==> config.mk <==
export PLATFORM = sky130hd
export DESIGN_NAME = main_seq_arbiter_flat
export DESIGN_NICKNAME = d
export VERILOG_FILES = /design/src/rtl/main_seq_arbiter_if.sv /design/src/rtl/main_seq_arbiter.sv /design/src/flat_wrapper.sv
export SDC_FILE = /design/constraint.sdc
export NUM_CORES = 1
export LEC_CHECK = 0
export ABC_AREA = 1
export CAP_MARGIN = 10
export CORE_MARGIN = 8
export CORE_UTILIZATION = 50
export CTS_CLUSTER_SIZE = 28
export DETAILED_ROUTE_END_ITERATION = 12
export PLACE_DENSITY = 0.85
export SLEW_MARGIN = 20
export SYNTH_ARGS = -nofsm -noshare
export SYNTH_HDL_FRONTEND = slang
export SYNTH_SLANG_ARGS = --single-unit
==> constraint.sdc <==
create_clock -name clk_i -period 3.6 [get_ports clk_i]
set_input_delay 0.54 -clock clk_i [delete_from_list [all_inputs] [get_ports clk_i]]
set_output_delay 0.54 -clock clk_i [all_outputs]
set_load 0.02 [all_outputs]
==> src/rtl/main_seq_arbiter_if.sv <==
// rtl/main_seq_arbiter_if.sv - requester and datapath signal bundle for main_seq_arbiter
// Purpose: groups the two requester channels and the main datapath handshake.
// Ports (slave = arbiter view):
//   in : req[1:0], x0/x1[7:0], on0/on1[1:0], dp_y[7:0], dp_active
//   out: gnt[1:0], done[1:0], result[7:0], timeout, dp_x[7:0], dp_on[1:0], dp_start, busy
interface main_seq_arbiter_if;
  logic [1:0] req;
  logic [7:0] x0;
  logic [1:0] on0;
  logic [7:0] x1;
  logic [1:0] on1;
  logic [1:0] gnt;
  logic [1:0] done;
  logic [7:0] result;
  logic       timeout;
  logic [7:0] dp_x;
  logic [1:0] dp_on;
  logic       dp_start;
  logic [7:0] dp_y;
  logic       dp_active;
  logic       busy;

  modport slave (
    input  req, x0, on0, x1, on1, dp_y, dp_active,
    output gnt, done, result, timeout, dp_x, dp_on, dp_start, busy
  );

  modport master (
    output req, x0, on0, x1, on1, dp_y, dp_active,
    input  gnt, done, result, timeout, dp_x, dp_on, dp_start, busy
  );
endinterface

==> src/rtl/main_seq_arbiter.sv <==
// rtl/main_seq_arbiter.sv - round-robin two-way arbiter and sequencer for the main datapath
// Purpose: grants the datapath to one of two requesters, holds x/on stable for a setup
// cycle, pulses dp_start for START_LEN cycles, waits for dp_active to drop (bounded by
// TIMEOUT cycles) and returns the captured dp_y with a one-cycle done pulse.
// Ports:
//   clk_i  : clock, rising edge
//   rst_ni : asynchronous active-low reset
//   bus    : main_seq_arbiter_if.slave (requesters + datapath), all outputs registered
module main_seq_arbiter #(
  parameter int START_LEN = 13,
  parameter int TIMEOUT   = 32
) (
  input  logic               clk_i,
  input  logic               rst_ni,
  main_seq_arbiter_if.slave  bus
);

  typedef enum logic [2:0] {IDLE, SETUP, RUN, DRAIN, DONE} state_e;

  localparam logic [7:0] START_LAST = 8'(START_LEN - 1);
  localparam logic [7:0] TO_LAST    = 8'(TIMEOUT - 1);

  state_e     state_q, state_d;
  logic [7:0] cnt_q, cnt_d;
  logic       last_q, last_d;
  logic       win_q, win_d;
  logic [1:0] gnt_q, gnt_d;
  logic [1:0] done_q, done_d;
  logic [7:0] result_q, result_d;
  logic       timeout_q, timeout_d;
  logic [7:0] dp_x_q, dp_x_d;
  logic [1:0] dp_on_q, dp_on_d;
  logic       dp_start_q, dp_start_d;
  logic       busy_q, busy_d;
  logic       w_sel;

  always_ff @(posedge clk_i or negedge rst_ni) begin
    if (!rst_ni) begin
      state_q    <= IDLE;
      cnt_q      <= 8'd0;
      last_q     <= 1'b1;  // requester 0 wins the first contended grant
      win_q      <= 1'b0;
      gnt_q      <= 2'b00;
      done_q     <= 2'b00;
      result_q   <= 8'h00;
      timeout_q  <= 1'b0;
      dp_x_q     <= 8'h00;
      dp_on_q    <= 2'b00;
      dp_start_q <= 1'b0;
      busy_q     <= 1'b0;
    end else begin
      state_q    <= state_d;
      cnt_q      <= cnt_d;
      last_q     <= last_d;
      win_q      <= win_d;
      gnt_q      <= gnt_d;
      done_q     <= done_d;
      result_q   <= result_d;
      timeout_q  <= timeout_d;
      dp_x_q     <= dp_x_d;
      dp_on_q    <= dp_on_d;
      dp_start_q <= dp_start_d;
      busy_q     <= busy_d;
    end
  end

  // With both requesting, the one that did not win last time goes; otherwise the lone requester.
  assign w_sel = (bus.req == 2'b11) ? ~last_q : bus.req[1];

  always_comb begin
    state_d    = state_q;
    cnt_d      = cnt_q;
    last_d     = last_q;
    win_d      = win_q;
    gnt_d      = gnt_q;
    done_d     = done_q;
    result_d   = result_q;
    timeout_d  = timeout_q;
    dp_x_d     = dp_x_q;
    dp_on_d    = dp_on_q;
    dp_start_d = dp_start_q;
    busy_d     = busy_q;
    case (state_q)
      IDLE: begin
        if (bus.req != 2'b00) begin
          win_d   = w_sel;
          gnt_d   = w_sel ? 2'b10 : 2'b01;
          dp_x_d  = w_sel ? bus.x1 : bus.x0;
          dp_on_d = w_sel ? bus.on1 : bus.on0;
          busy_d  = 1'b1;
          state_d = SETUP;
        end
      end
      SETUP: begin
        // operands have been stable for a full cycle before start rises
        dp_start_d = 1'b1;
        cnt_d      = 8'd0;
        state_d    = RUN;
      end
      RUN: begin
        if (cnt_q == START_LAST) begin
          dp_start_d = 1'b0;
          cnt_d      = 8'd0;
          state_d    = DRAIN;
        end else begin
          cnt_d = cnt_q + 8'd1;
        end
      end
      DRAIN: begin
        if (!bus.dp_active) begin
          result_d  = bus.dp_y;
          done_d    = gnt_q;
          timeout_d = 1'b0;
          state_d   = DONE;
        end else if (cnt_q == TO_LAST) begin
          result_d  = 8'h00;
          done_d    = gnt_q;
          timeout_d = 1'b1;
          state_d   = DONE;
        end else begin
          cnt_d = cnt_q + 8'd1;
        end
      end
      DONE: begin
        // one cycle here gives a registered requester time to drop req before IDLE samples it
        done_d    = 2'b00;
        timeout_d = 1'b0;
        gnt_d     = 2'b00;
        busy_d    = 1'b0;
        last_d    = win_q;
        state_d   = IDLE;
      end
      default: state_d = IDLE;
    endcase
  end

  assign bus.gnt      = gnt_q;
  assign bus.done     = done_q;
  assign bus.result   = result_q;
  assign bus.timeout  = timeout_q;
  assign bus.dp_x     = dp_x_q;
  assign bus.dp_on    = dp_on_q;
  assign bus.dp_start = dp_start_q;
  assign bus.busy     = busy_q;

endmodule

==> src/flat_wrapper.sv <==
// flat-port wrapper written by rule: the top's interface ports become plain ports
module main_seq_arbiter_flat 
#(
  parameter int START_LEN = 13,
  parameter int TIMEOUT   = 32
)
  (clk_i, rst_ni, bus_req, bus_x0, bus_on0, bus_x1, bus_on1, bus_dp_y, bus_dp_active, bus_gnt, bus_done, bus_result, bus_timeout, bus_dp_x, bus_dp_on, bus_dp_start, bus_busy);
  main_seq_arbiter_if bus_i ();
  input  logic clk_i;
  input  logic rst_ni;
  input wire logic [$bits(bus_i.req)-1:0] bus_req;
  input wire logic [$bits(bus_i.x0)-1:0] bus_x0;
  input wire logic [$bits(bus_i.on0)-1:0] bus_on0;
  input wire logic [$bits(bus_i.x1)-1:0] bus_x1;
  input wire logic [$bits(bus_i.on1)-1:0] bus_on1;
  input wire logic [$bits(bus_i.dp_y)-1:0] bus_dp_y;
  input wire logic [$bits(bus_i.dp_active)-1:0] bus_dp_active;
  output wire logic [$bits(bus_i.gnt)-1:0] bus_gnt;
  output wire logic [$bits(bus_i.done)-1:0] bus_done;
  output wire logic [$bits(bus_i.result)-1:0] bus_result;
  output wire logic [$bits(bus_i.timeout)-1:0] bus_timeout;
  output wire logic [$bits(bus_i.dp_x)-1:0] bus_dp_x;
  output wire logic [$bits(bus_i.dp_on)-1:0] bus_dp_on;
  output wire logic [$bits(bus_i.dp_start)-1:0] bus_dp_start;
  output wire logic [$bits(bus_i.busy)-1:0] bus_busy;
  assign bus_i.req = bus_req;
  assign bus_i.x0 = bus_x0;
  assign bus_i.on0 = bus_on0;
  assign bus_i.x1 = bus_x1;
  assign bus_i.on1 = bus_on1;
  assign bus_i.dp_y = bus_dp_y;
  assign bus_i.dp_active = bus_dp_active;
  assign bus_gnt = bus_i.gnt;
  assign bus_done = bus_i.done;
  assign bus_result = bus_i.result;
  assign bus_timeout = bus_i.timeout;
  assign bus_dp_x = bus_i.dp_x;
  assign bus_dp_on = bus_i.dp_on;
  assign bus_dp_start = bus_i.dp_start;
  assign bus_busy = bus_i.busy;
  main_seq_arbiter #(.START_LEN(START_LEN), .TIMEOUT(TIMEOUT)) u_core (.clk_i(clk_i), .rst_ni(rst_ni), .bus(bus_i));
endmodule
==> results.txt <==
- Gate count of the mapped netlist: 243
- Worst setup EP type: flop
- The final hold violation count came to 0.
- The first global-routing pass estimated 7.82 mm of wire.
- TritonCTS clock tree: built
- Per report_power, the clock group accounts for 15.2% of the total.
- Startpoint type of the worst setup path: input pin
- Routability-driven placement finished with a final weighted congestion of 0.788.
* Clk pin slew, worst setup/hold paths: 0.08 ns
- The worst-case IR drop observed on VDD is 0.000516 V.
- Result of the run: complete, no violations
- Final global-route overflow total: 0
- Clock tree synthesis found a total of 38 sinks.
- Top library cells by usage in the layout, fill and taps aside: sky130_fd_sc_hd__nand2_1, sky130_fd_sc_hd__clkdlybuf4s50_1, sky130_fd_sc_hd__dfrtp_1, sky130_fd_sc_hd__inv_1, sky130_fd_sc_hd__nor2_1
* Setup slack of the worst register-to-register path: 1.81 ns
- The longest clock path from root to sink contains 2 buffers.
- Routed wire length per instance: 12.9 um
- Width of the die: 77.6 um
* Top-level I/O count: 58
* Most common cell after layout, fill and taps aside: sky130_fd_sc_hd__nand2_1
* Mean instance size in the synthesized netlist: 7.81 um2
* Slew of the pin with the lowest slew margin: 0.841 ns
* Wire length reported by the detailed router: 4.51 mm
- The netlist uses 28 different library cells.
- Synth Net Count: 278
- Routed via count divided by cell count: 4.90
- Summed over all failing endpoints, the final setup total negative slack is 0 ns.
- Before antenna repair, the detailed router went through 4 iterations.
* Mapped Area: 1900 um2
- Summed over all nets, the switching power comes to 839 uW.
- Max-slew violation total from the final report: 0
- Clock network latency to the later pin of the worst-skew pair: 0.29 ns
- Summed over all cells, the static leakage comes to 1.25 nW.
- RSZ-0062 raised after global routing: no
- Gates resized during post-CTS repair numbered 0.
* Num rows: 22
- Max_slew headroom: 44.0%
- Largest net degree at the start of global routing: 39
- Diode insertion count for antenna repair: 0
- Total CTS buffers: 5
- Once detail routing completed, the nets flagged for antenna violations numbered 0.
* Cell internal pwr: 1.16 mW
- The design draws 2.00 mW.
- The initial antenna violation count came to 0.
- Of the cells placed in the final design, the portion with a size suffix greater than 1 is 7.95%.
* Initial core utilization: 51.8%
- The area growth from synthesis to layout is 36.1%.
- Number of nets at the end of the flow: 336
- In this run the critical register-to-register path is captured at u_core.bus.dp_x[6].
* Std-Cell Core Area: 3660 um2
* Primary flip-flop cell chosen by synthesis mapping: sky130_fd_sc_hd__dfrtp_1
- The die is 77.6 um tall.
- Sequential cells were found to cover 50.2% of the synthesized design area.
- Critical Path RT: 3.78 ns
- Violation count after the first detailed-routing iteration: 108
- Post-cts hold buffer count: 0
- Detailed placement HPWL: 3.45 mm
* Sw Share: 42.0%
- In this run, synthesis inferred 0 flip-flops with an integrated enable.
- In this run, the combinational gates consume 48.2% of the power.
- Critical path peak fanout: 13
- Max-capacitance violation count: 0
- The layout has 303 filler cells.
- Setup violations remaining at the end of the flow were counted as 0.
* Worst Clk Skew: 0.00640 ns
* Total setup buffers inserted after CTS: 0
* Power density over the cells: 774 nW/um2
* Number of register bits inferred by synthesis: 38
- Path type of the worst setup path: input pin to flop
* DRC violations left: 0
- Period minus WS final: 1.96 ns
* Power share of the sequential group: 36.6%
- The clock tree synthesis step divided the H-tree into 2 levels.
- Yosys warning count: 0
* Maximum clock rate: 511 MHz
- The via count of the first global-routing pass is 1685.
* Via count: 1715
- In the finished design, the share of the clock period the worst path needs comes to 54.3%.
- Global Route Usage Sum: 15.7%
- Path category of the worst min-delay check: input pin to asynchronous set/reset pin
* Beginning of the worst register-to-register path: u_core.state_q[2]
- Counting flops with an async set or reset pin after synthesis yields a share of 100%.
- Input and output buffers added on the ports amount to 57.
- The floorplan step defined a die boundary enclosing 6020 um2.
* Data arrival time of the worst path: 2.14 ns
- For the worst flop-to-flop path, the logic depth is 6.
- The tree is rooted in a sky130_fd_sc_hd__clkbuf_8.
-- state kept, by name (all words and copies together), names as in the netlist --
signal / count
u_core.bus.dp_x: 8
u_core.bus.result: 8
u_core.cnt_q: 8
u_core.state_q: 3
u_core.bus.done: 2
u_core.bus.dp_on: 2
u_core.bus.gnt: 2
u_core.bus.busy: 1
u_core.bus.dp_start: 1
u_core.bus.timeout: 1
u_core.last_q: 1
u_core.win_q: 1
-- area by class of cell --
cell class                 instances  area, um2  share of cell area, %
clock buffer                       6       82.6                   3.20
tap                               48       60.1                   2.33
clock inverter                     2       12.5                  0.485
inverter                          21       83.8                   3.25
sequential                        38        952                   36.9
multi-input combinational        178        825                   31.9
timing repair buffer              57        566                   21.9
-- logic make-up after synthesis --
kind of cell             count (synthesis)  share of synthesized area (%)
AO/OA/AOI/OAI                           31                           8.44
adder cells (fa/ha/maj)                  2                           1.32
buffers and inverters                   27                           6.33
flip-flops                              38                           50.2
AND/OR/NAND/NOR                        145                           33.7
-- how the worst max path moves through the flow --
stage | slack, ns | end | cells after the start | start
after global placement | 1.45 | u_core.bus.dp_x[5] | 6 | bus_req[0]
after floorplan | 2.21 | u_core.bus.done[1] | 9 | u_core.cnt_q[1]
after CTS | 1.66 | u_core.bus.dp_x[5] | 6 | bus_req[0]
final | 1.64 | u_core.bus.dp_x[6] | 6 | bus_req[0]
after detailed placement | 1.34 | u_core.bus.dp_x[5] | 6 | bus_req[0]
after global routing | 1.49 | u_core.bus.dp_x[6] | 6 | bus_req[0]
-- power by group through the flow --
| stage | sequential, mW | combinational, mW | clock, mW |
|---|---|---|---|
| after floorplan | 0.863 | 0.437 | 0 |
| after global placement | 0.731 | 0.946 | 0 |
| after detailed placement | 0.732 | 0.974 | 0 |
| after CTS | 0.730 | 0.974 | 0.312 |
| after global routing | 0.753 | 1.07 | 0.332 |
| final | 0.732 | 0.962 | 0.304 |
-- routing by layer --
layer  global-route usage, %  wire, um  up-vias  part of all wire [%]
met3                    6.68       284       10                   6.3
met2                    24.2      2100       40                    47
li1                        -         -      882                     -
met5                       0         0        -                     0
met4                    3.96        55        0                   1.2
met1                    19.7      2070      783                    46
-- critical path, cell delays in order --
cell and delay (ns):
sky130_fd_sc_hd__clkdlybuf4s50_1 0.47, sky130_fd_sc_hd__nor2_1 0.07, sky130_fd_sc_hd__nor3_2 0.48, sky130_fd_sc_hd__inv_1 0.36
sky130_fd_sc_hd__nand2_1 0.15, sky130_fd_sc_hd__o21ai_1 0.07
-- Yosys cell counts (2+ instances only) --
master / number / area share [%]
sky130_fd_sc_hd__dfrtp_1: 37 / 49
sky130_fd_sc_hd__nor3_2: 2 / 1.1
sky130_fd_sc_hd__nand3_1: 14 / 3.7
sky130_fd_sc_hd__nand2_1: 98 / 19
sky130_fd_sc_hd__nor2_2: 2 / 0.66
sky130_fd_sc_hd__buf_2: 2 / 0.53
sky130_fd_sc_hd__a21oi_1: 3 / 0.79
sky130_fd_sc_hd__clkbuf_1: 2 / 0.40
sky130_fd_sc_hd__nor2_1: 18 / 3.6
sky130_fd_sc_hd__inv_1: 19 / 3.8
sky130_fd_sc_hd__o21ai_0: 17 / 4.5
sky130_fd_sc_hd__o21ai_1: 9 / 2.4
sky130_fd_sc_hd__ha_1: 2 / 1.3
sky130_fd_sc_hd__nand2_2: 4 / 1.3
-- metrics by stage --
| step | hold WS [ns] | worst slack [ns] | area [um2] | std cells | util (%) |
|---|---|---|---|---|---|
| after detailed placement | 0.467 | 1.34 | 2490 | 342 | 67.9 |
| after global routing | 0.402 | 1.49 | 2580 | 350 | 70.5 |
| after floorplan | 0.244 | 2.21 | 1900 | 243 | - |
| final | 0.347 | 1.64 | 2580 | 350 | 70.5 |
| after CTS | 0.373 | 1.66 | 2580 | 350 | 70.5 |
| after global placement | 0.453 | 1.45 | 2490 | 342 | 67.9 |
No activity file was read; power rests on OpenSTA's default activity.
